==> config.mk <==
export PLATFORM = sky130hd
export DESIGN_NAME = vx_sau_unit
export DESIGN_NICKNAME = d
export VERILOG_FILES = /design/src/rtl/vx_sau_unit.sv
export SDC_FILE = /design/constraint.sdc
export NUM_CORES = 2
export LEC_CHECK = 0
export ABC_AREA = 1
export BUFFER_PORTS_ARGS = -buffer_cell sky130_fd_sc_hd__buf_2
export CAP_MARGIN = 20
export CORE_UTILIZATION = 60
export CTS_CLUSTER_SIZE = 16
export DETAILED_ROUTE_END_ITERATION = 7
export PLACE_DENSITY = 0.81
export SYNTH_ARGS = -nofsm -noshare
export SYNTH_HDL_FRONTEND = slang
export SYNTH_SLANG_ARGS = --single-unit
==> constraint.sdc <==
create_clock -name clk_i -period 29.3 [get_ports clk_i]
set_clock_uncertainty 0.1 [all_clocks]
set_input_delay 5.86 -clock clk_i [delete_from_list [all_inputs] [get_ports clk_i]]
set_output_delay 5.86 -clock clk_i [all_outputs]
set_load 0.005 [all_outputs]
==> src/rtl/vx_sau_unit.sv <==
// vx_sau_unit: SAU execution unit.
// It accepts one warp-wide request, processes LANES threads per EXEC beat and
// holds a single commit response until the commit stage takes it. Only one
// request is in flight at a time.
module vx_sau_unit #(
  parameter int CORE_ID     = 0,
  parameter int LANES       = 1,   // must divide NUM_THREADS
  parameter int NUM_THREADS = 4,
  parameter int UUID_BITS   = 44,
  parameter int NW_BITS     = 2,
  parameter int NR_BITS     = 5,
  parameter int OP_BITS     = 4,   // must be > 2
  parameter int MOD_BITS    = 3
) (
  input  logic                        clk_i,
  input  logic                        reset_i,
  // request channel (slave)
  input  logic                        sau_req_valid_i,
  input  logic [UUID_BITS-1:0]        sau_req_uuid_i,
  input  logic [NW_BITS-1:0]          sau_req_wid_i,
  input  logic [NUM_THREADS-1:0]      sau_req_tmask_i,
  input  logic [31:0]                 sau_req_pc_i,
  input  logic [OP_BITS-1:0]          sau_req_op_type_i,
  input  logic [MOD_BITS-1:0]         sau_req_op_mod_i,
  input  logic [NUM_THREADS*32-1:0]   sau_req_rs1_data_i,
  input  logic [NUM_THREADS*32-1:0]   sau_req_rs2_data_i,
  input  logic [NR_BITS-1:0]          sau_req_rd_i,
  input  logic                        sau_req_wb_i,
  output logic                        sau_req_ready_o,
  // commit response
  output logic                        rsp_valid_o,
  output logic [UUID_BITS-1:0]        rsp_uuid_o,
  output logic [NW_BITS-1:0]          rsp_wid_o,
  output logic [NUM_THREADS-1:0]      rsp_tmask_o,
  output logic [31:0]                 rsp_pc_o,
  output logic [NR_BITS-1:0]          rsp_rd_o,
  output logic                        rsp_wb_o,
  output logic [NUM_THREADS*32-1:0]   rsp_data_o,
  output logic                        rsp_eop_o,
  input  logic                        rsp_ready_i
);

  localparam int BEATS     = NUM_THREADS / LANES;
  localparam int BEAT_BITS = (BEATS > 1) ? $clog2(BEATS) : 1;
  localparam int TID_BITS  = (NUM_THREADS > 1) ? $clog2(NUM_THREADS) : 1;

  // Internal operation code; anything with non-zero upper op_type bits
  // collapses to OP_INV so the datapath never sees it.
  localparam logic [2:0] OP_MUL  = 3'd0;
  localparam logic [2:0] OP_MULH = 3'd1;
  localparam logic [2:0] OP_DOT  = 3'd2;
  localparam logic [2:0] OP_ABSD = 3'd3;
  localparam logic [2:0] OP_INV  = 3'd4;

  typedef enum logic [1:0] {
    S_IDLE = 2'd0,
    S_EXEC = 2'd1,
    S_RSP  = 2'd2
  } state_t;

  state_t                      state_q, state_d;
  logic                        accept;
  logic                        last_beat;

  logic [UUID_BITS-1:0]        uuid_q;
  logic [NW_BITS-1:0]          wid_q;
  logic [NUM_THREADS-1:0]      tmask_q;
  logic [31:0]                 pc_q;
  logic [NR_BITS-1:0]          rd_q;
  logic                        wb_q;
  logic [2:0]                  op_q;
  logic                        mulh_signed_q;
  logic [NUM_THREADS*32-1:0]   rs1_q;
  logic [NUM_THREADS*32-1:0]   rs2_q;
  logic [BEAT_BITS-1:0]        beat_q;
  logic [31:0]                 acc_q, acc_d;
  logic [2:0]                  op_dec;

  logic [31:0]                 lane_res [LANES];
  logic [31:0]                 lane_dot [LANES];

  assign accept    = sau_req_valid_i && (state_q == S_IDLE);
  assign last_beat = (beat_q == BEAT_BITS'(BEATS - 1));
  assign op_dec    = ((sau_req_op_type_i >> 2) != '0) ? OP_INV
                                                      : {1'b0, sau_req_op_type_i[1:0]};

  // State register.
  always_ff @(posedge clk_i) begin
    if (reset_i) begin
      state_q <= S_IDLE;
    end else begin
      state_q <= state_d;
    end
  end

  // Next-state logic: one pass of BEATS cycles, then hold the response.
  always_comb begin
    state_d = state_q;
    case (state_q)
      S_IDLE: if (sau_req_valid_i) state_d = S_EXEC;
      S_EXEC: if (last_beat)       state_d = S_RSP;
      S_RSP:  if (rsp_ready_i)     state_d = S_IDLE;
      default:                     state_d = S_IDLE;
    endcase
  end

  // Handshake outputs decoded from state; ready never rises in the same
  // cycle as the response handshake, so at most one request is outstanding.
  always_comb begin
    sau_req_ready_o = 1'b0;
    rsp_valid_o     = 1'b0;
    case (state_q)
      S_IDLE:  sau_req_ready_o = 1'b1;
      S_RSP:   rsp_valid_o     = 1'b1;
      default: ;
    endcase
  end

  // Request capture, beat counter and DOT accumulator.
  always_ff @(posedge clk_i) begin
    if (reset_i) begin
      uuid_q        <= '0;
      wid_q         <= '0;
      tmask_q       <= '0;
      pc_q          <= '0;
      rd_q          <= '0;
      wb_q          <= 1'b0;
      op_q          <= OP_MUL;
      mulh_signed_q <= 1'b0;
      beat_q        <= '0;
      acc_q         <= '0;
    end else if (accept) begin
      uuid_q        <= sau_req_uuid_i;
      wid_q         <= sau_req_wid_i;
      tmask_q       <= sau_req_tmask_i;
      pc_q          <= sau_req_pc_i;
      rd_q          <= sau_req_rd_i;
      wb_q          <= sau_req_wb_i;
      op_q          <= op_dec;
      mulh_signed_q <= sau_req_op_mod_i[0];
      beat_q        <= '0;
      acc_q         <= '0;
    end else if (state_q == S_EXEC) begin
      beat_q        <= last_beat ? '0 : beat_q + BEAT_BITS'(1);
      acc_q         <= acc_d;
    end
  end

  // Operand capture; operands are only consumed after an accept, so they
  // need no reset.
  always_ff @(posedge clk_i) begin
    if (accept) begin
      rs1_q <= sau_req_rs1_data_i;
      rs2_q <= sau_req_rs2_data_i;
    end
  end

  // Per-lane arithmetic on the thread selected by the current beat.
  genvar gi;
  generate
    for (gi = 0; gi < LANES; gi++) begin : g_lane
      logic [TID_BITS-1:0]  tid;
      logic [31:0]          op_a, op_b;
      logic                 active;
      logic [63:0]          prod_u;
      logic signed [63:0]   prod_s;
      logic [31:0]          diff;
      logic [31:0]          absd;
      logic [31:0]          res;

      assign tid    = TID_BITS'(int'(beat_q) * LANES + gi);
      assign op_a   = rs1_q[{tid, 5'd0} +: 32];
      assign op_b   = rs2_q[{tid, 5'd0} +: 32];
      assign active = tmask_q[tid];
      assign prod_u = {32'd0, op_a} * {32'd0, op_b};
      assign prod_s = $signed({{32{op_a[31]}}, op_a}) * $signed({{32{op_b[31]}}, op_b});
      // Wrapped 32-bit difference; negating 0x80000000 leaves it unchanged.
      assign diff   = op_a - op_b;
      assign absd   = diff[31] ? (32'd0 - diff) : diff;

      // Result written back for this lane's thread; DOT lanes only feed acc.
      always_comb begin
        res = '0;
        if (active) begin
          case (op_q)
            OP_MUL:  res = prod_u[31:0];
            OP_MULH: res = mulh_signed_q ? prod_s[63:32] : prod_u[63:32];
            OP_ABSD: res = absd;
            default: res = '0;
          endcase
        end
      end

      assign lane_res[gi] = res;
      assign lane_dot[gi] = (active && (op_q == OP_DOT)) ? prod_u[31:0] : 32'd0;
    end
  endgenerate

  // Accumulator update for the current beat, wrapping mod 2^32.
  always_comb begin
    acc_d = acc_q;
    for (int l = 0; l < LANES; l++) begin
      acc_d = acc_d + lane_dot[l];
    end
  end

  // Per-thread result registers, written on the beat that owns the thread.
  generate
    for (gi = 0; gi < NUM_THREADS; gi++) begin : g_thread
      localparam int BEAT_IDX = gi / LANES;
      localparam int LANE_IDX = gi % LANES;
      logic [31:0] data_q;

      // Capture this thread's lane result during its beat.
      always_ff @(posedge clk_i) begin
        if (reset_i) begin
          data_q <= '0;
        end else if ((state_q == S_EXEC) && (beat_q == BEAT_BITS'(BEAT_IDX))) begin
          data_q <= lane_res[LANE_IDX];
        end
      end

      // DOT broadcasts the final sum to every active thread.
      assign rsp_data_o[gi*32 +: 32] = (op_q == OP_DOT) ? (tmask_q[gi] ? acc_q : 32'd0)
                                                        : data_q;
    end
  endgenerate

  assign rsp_uuid_o  = uuid_q;
  assign rsp_wid_o   = wid_q;
  assign rsp_tmask_o = tmask_q;
  assign rsp_pc_o    = pc_q;
  assign rsp_rd_o    = rd_q;
  assign rsp_wb_o    = wb_q;
  assign rsp_eop_o   = 1'b1;

  // CORE_ID only identifies the core in debug traces; upper op_mod bits are
  // reserved for other units.
  logic unused_sig;
  assign unused_sig = ^{32'(CORE_ID), sau_req_op_mod_i};

endmodule

==> impl_metrics.tcl <==
set metrics [dict create \
    top_usage_layer "met2" \
    grt_pass1_vias 72800 \
    crit_type "register to register" \
    whs_ns 0.377 \
    ctsRootBufferMaster "clkbuf_16" \
    vias 70600 \
    drcViolationCount 4 \
    cts_buffer_depth 3 \
    syn_to_final_growth_pct 9.14 \
    cp-start-kind "register" \
    worstMarginPinSlew_ns 1.16 \
    r2r-start "beat_q[0]$_SDFFE_PP0P_" \
    syn_nets 11900 \
    antenna_found_initial 27 \
    clk_latency_ns 0.71 \
    post_cts.repair.setup_buffers 0 \
    gr-usage-all-layers 0.469 \
    synth_seq_cells 512 \
    critPathMaxStageDelay_ns 0.69 \
    fmax_ghz 0.0779 \
    dpl_worst_slack_ns 16.46 \
    start_util 0.606 \
    cts-buffers-inserted 54 \
    drive_above_1_share 0.0939 \
    hold_buffers 0 \
    ys_warn_count 0 \
    grt_pass1_wl_mm 452 \
    hold_viol 0 \
    synth_cell_types 62 \
    drt-initial-drc-count 9031 \
    slew_viol_final 0 \
    finalSetupTns_ns 0 \
    r2r_cells 42 \
    outcome "finished with violations" \
    violations "DRC" \
    clock_sinks 512 \
    cts_tree "yes" \
    hold_end "rsp_uuid_o[38]$_SDFFE_PP0P_" \
    crit_family "adder cells" \
    die_x_um 364 \
    wirelength_mm 305 \
    die_area_mm2 0.133 \
    grt_overflow 0 \
    met3_usage 0.174 \
    ant_nets 0 \
    crit_buf_inv 12 \
    rows 132 \
    ys_seq_area_frac 0.163 \
    synth_ff_type "edfxtp_1" \
    use_met2 0.688 \
    r2r_slack_ns 16.46 \
    ctsResizeCount 0 \
    cp_slowest_cell "buf_4" \
    wire_per_inst_um 25.8 \
    synth_edf_count 256 \
    crit_fanout 71 \
    core_area_mm2 0.130 \
    clkTransAtPathRegs_ns 0.06 \
    crit_top_cell "fa_1" \
    syn_area_per_cell_um2 8.19 \
    grt_util_met1 0.583 \
    slew_headroom 0.229 \
    syn_inst 9613 \
    rsz0062_at_grt "false" \
    portBuffers 570 \
    min-delay-start "rsp_uuid_o[38]$_SDFFE_PP0P_" \
    hp-class "register to register" \
    fin_ws_ns 16.46 \
    design_area_mm2 0.0859 \
    cp-end-kind "register" \
    syn_area_mm2 0.0787 \
    dp_hpwl_mm 244 \
    async_flop_share 0 \
    setup_viol 0 \
    min_delay_path_depth 2 \
    min_period_ns 12.84 \
    worstPathArrival_ns 13.29 \
    final_nets 12400 \
    htree_num_levels 2 \
    worstReg2RegEnd "acc_q[31]$_SDFFE_PP0P_" \
    fin_crit_sh 0.438 \
    worst_ep_required_time_ns 29.75 \
    io_pins 574 \
    via_per_inst 5.96 \
    dpl_cell_area_mm2 0.0839 \
    drv_cap 0 \
    gp_congestion 1.06 \
    grt_max_degree 130 \
    die_h_um 364 \
    dr.pass1.iters 8 \
]
## final cells by class
cell class | count | area [um^2]
Clock inverter | 34 | 465
Fill cell | 10600 | 43900
Clock buffer | 65 | 1410
Antenna cell | 31 | 77.6
Sequential cell | 512 | 12800
Multi-Input combinational cell | 6604 | 56800
Tap cell | 1742 | 2180
Timing Repair Buffer | 723 | 4090
Inverter | 2143 | 8060
## through the flow
stage | util | cells
floorplan | - | 9613
global placement | 0.646 | 11700
detailed placement | 0.646 | 11700
CTS | 0.661 | 11800
global route | 0.661 | 11800
finish | 0.662 | 11900
## flip-flops by register name, summed over array words and instances, names as in the netlist
register         cells
rs1_q              128
beat_q               2
acc_q               32
g_thread.data_q    128
op_q                 3
rsp_rd_o             5
state_q              2
rs2_q              128
rsp_wb_o             1
rsp_pc_o            32
rsp_uuid_o          44
rsp_wid_o            2
rsp_tmask_o          4
mulh_signed_q        1
## per-layer routing
metal | vias up | share of wire
met5 | - | 0.0012
met2 | 4726 | 0.43
li1 | 30000 | -
met4 | 32 | 0.082
met1 | 34500 | 0.36
met3 | 1428 | 0.13
## synthesized netlist by cell type, drive strengths merged (2+ instances only)
library cell	number	area [um^2]
a211oi	3	22.5
a21boi	16	120
a21o	22	165
a21oi	437	2200
a221oi	3	26.3
a31o	2	17.5
a31oi	25	156
a32o	2	20.0
a32oi	64	643
and2	6	37.5
buf	72	317
clkbuf	282	1060
clkinv	27	101
dfxtp	256	5120
edfxtp	256	7690
fa	1473	29500
ha	484	6060
inv	2116	7940
nand2	1691	6420
nand3	261	1340
nand3b	7	52.6
nand4	61	382
nor2	1250	4710
nor3	41	236
nor4	16	100
o2111ai	2	17.5
o211ai	23	173
o21a	6	45.0
o21ai	564	2830
o21bai	31	233
o221ai	3	26.3
or2	14	90.1
xnor2	33	304
xor2	57	533
## logic make-up (layout without fill, tap and decap cells)
kind of cell / after synthesis / after routing / share of synthesized area
simple gates: 3351 / 3351 / 0.170
flops: 512 / 512 / 0.163
xor+xnor: 90 / 90 / 0.0106
compound gates: 1205 / 1205 / 0.0853
other cells: 1 / 32 / 0.0000476
fa+ha+maj: 1957 / 1957 / 0.451
buf+inv: 2497 / 2965 / 0.120
## worst reg2reg max path: cells and delay by family (launching register included)
kind | cells | cell delay [ns]
flops | 1 | 0.46
xor+xnor | 1 | 0.26
buf+inv | 12 | 3.49
fa+ha+maj | 10 | 4.59
compound gates | 13 | 3.13
simple gates | 6 | 0.65
## how the worst max path moves through the flow
stage / startpoint / endpoint / slack (ns) / depth (start not counted)
2_1_floorplan: sau_req_valid_i / rs1_q[0]$_DFFE_PP_ / 15.33 / 3
3_3_place_gp: beat_q[0]$_SDFFE_PP0P_ / acc_q[31]$_SDFFE_PP0P_ / 16.75 / 41
3_5_place_dp: beat_q[0]$_SDFFE_PP0P_ / acc_q[31]$_SDFFE_PP0P_ / 16.46 / 41
4_1_cts: beat_q[0]$_SDFFE_PP0P_ / acc_q[31]$_SDFFE_PP0P_ / 16.36 / 41
5_1_grt: beat_q[0]$_SDFFE_PP0P_ / acc_q[31]$_SDFFE_PP0P_ / 16.29 / 42
6_report: beat_q[0]$_SDFFE_PP0P_ / acc_q[31]$_SDFFE_PP0P_ / 16.46 / 42
## cells in the final DEF (no fill, tap or decap), types with 18 or more instances in the layout
cell type  synthesis  layout
inv_1           2109    2100
nand2_1         1669    1667
fa_1            1473    1473
nor2_1          1241    1234
buf_2             25     570
o21ai_0          545     545
ha_1             484     484
a21oi_1          434     433
edfxtp_1         256     256
nand3_1          255     255
dfxtp_1          256     254
buf_4              2     148
nand4_1           61      61
xor2_1            54      54
clkbuf_16          0      54
a32oi_2           11      46
nor3_1            36      36
clkinv_1          27      34
diode_2            0      31
o21bai_1          31      31
xnor2_1           31      31
a31oi_1           25      25
o211ai_1          23      23
a21o_1            22      22
nand2_2           18      19
a32oi_1           53      18
Power is left out: the tool's default activity adds up to more than one toggle a clock period on the data nets, which glitch-free logic cannot reach.
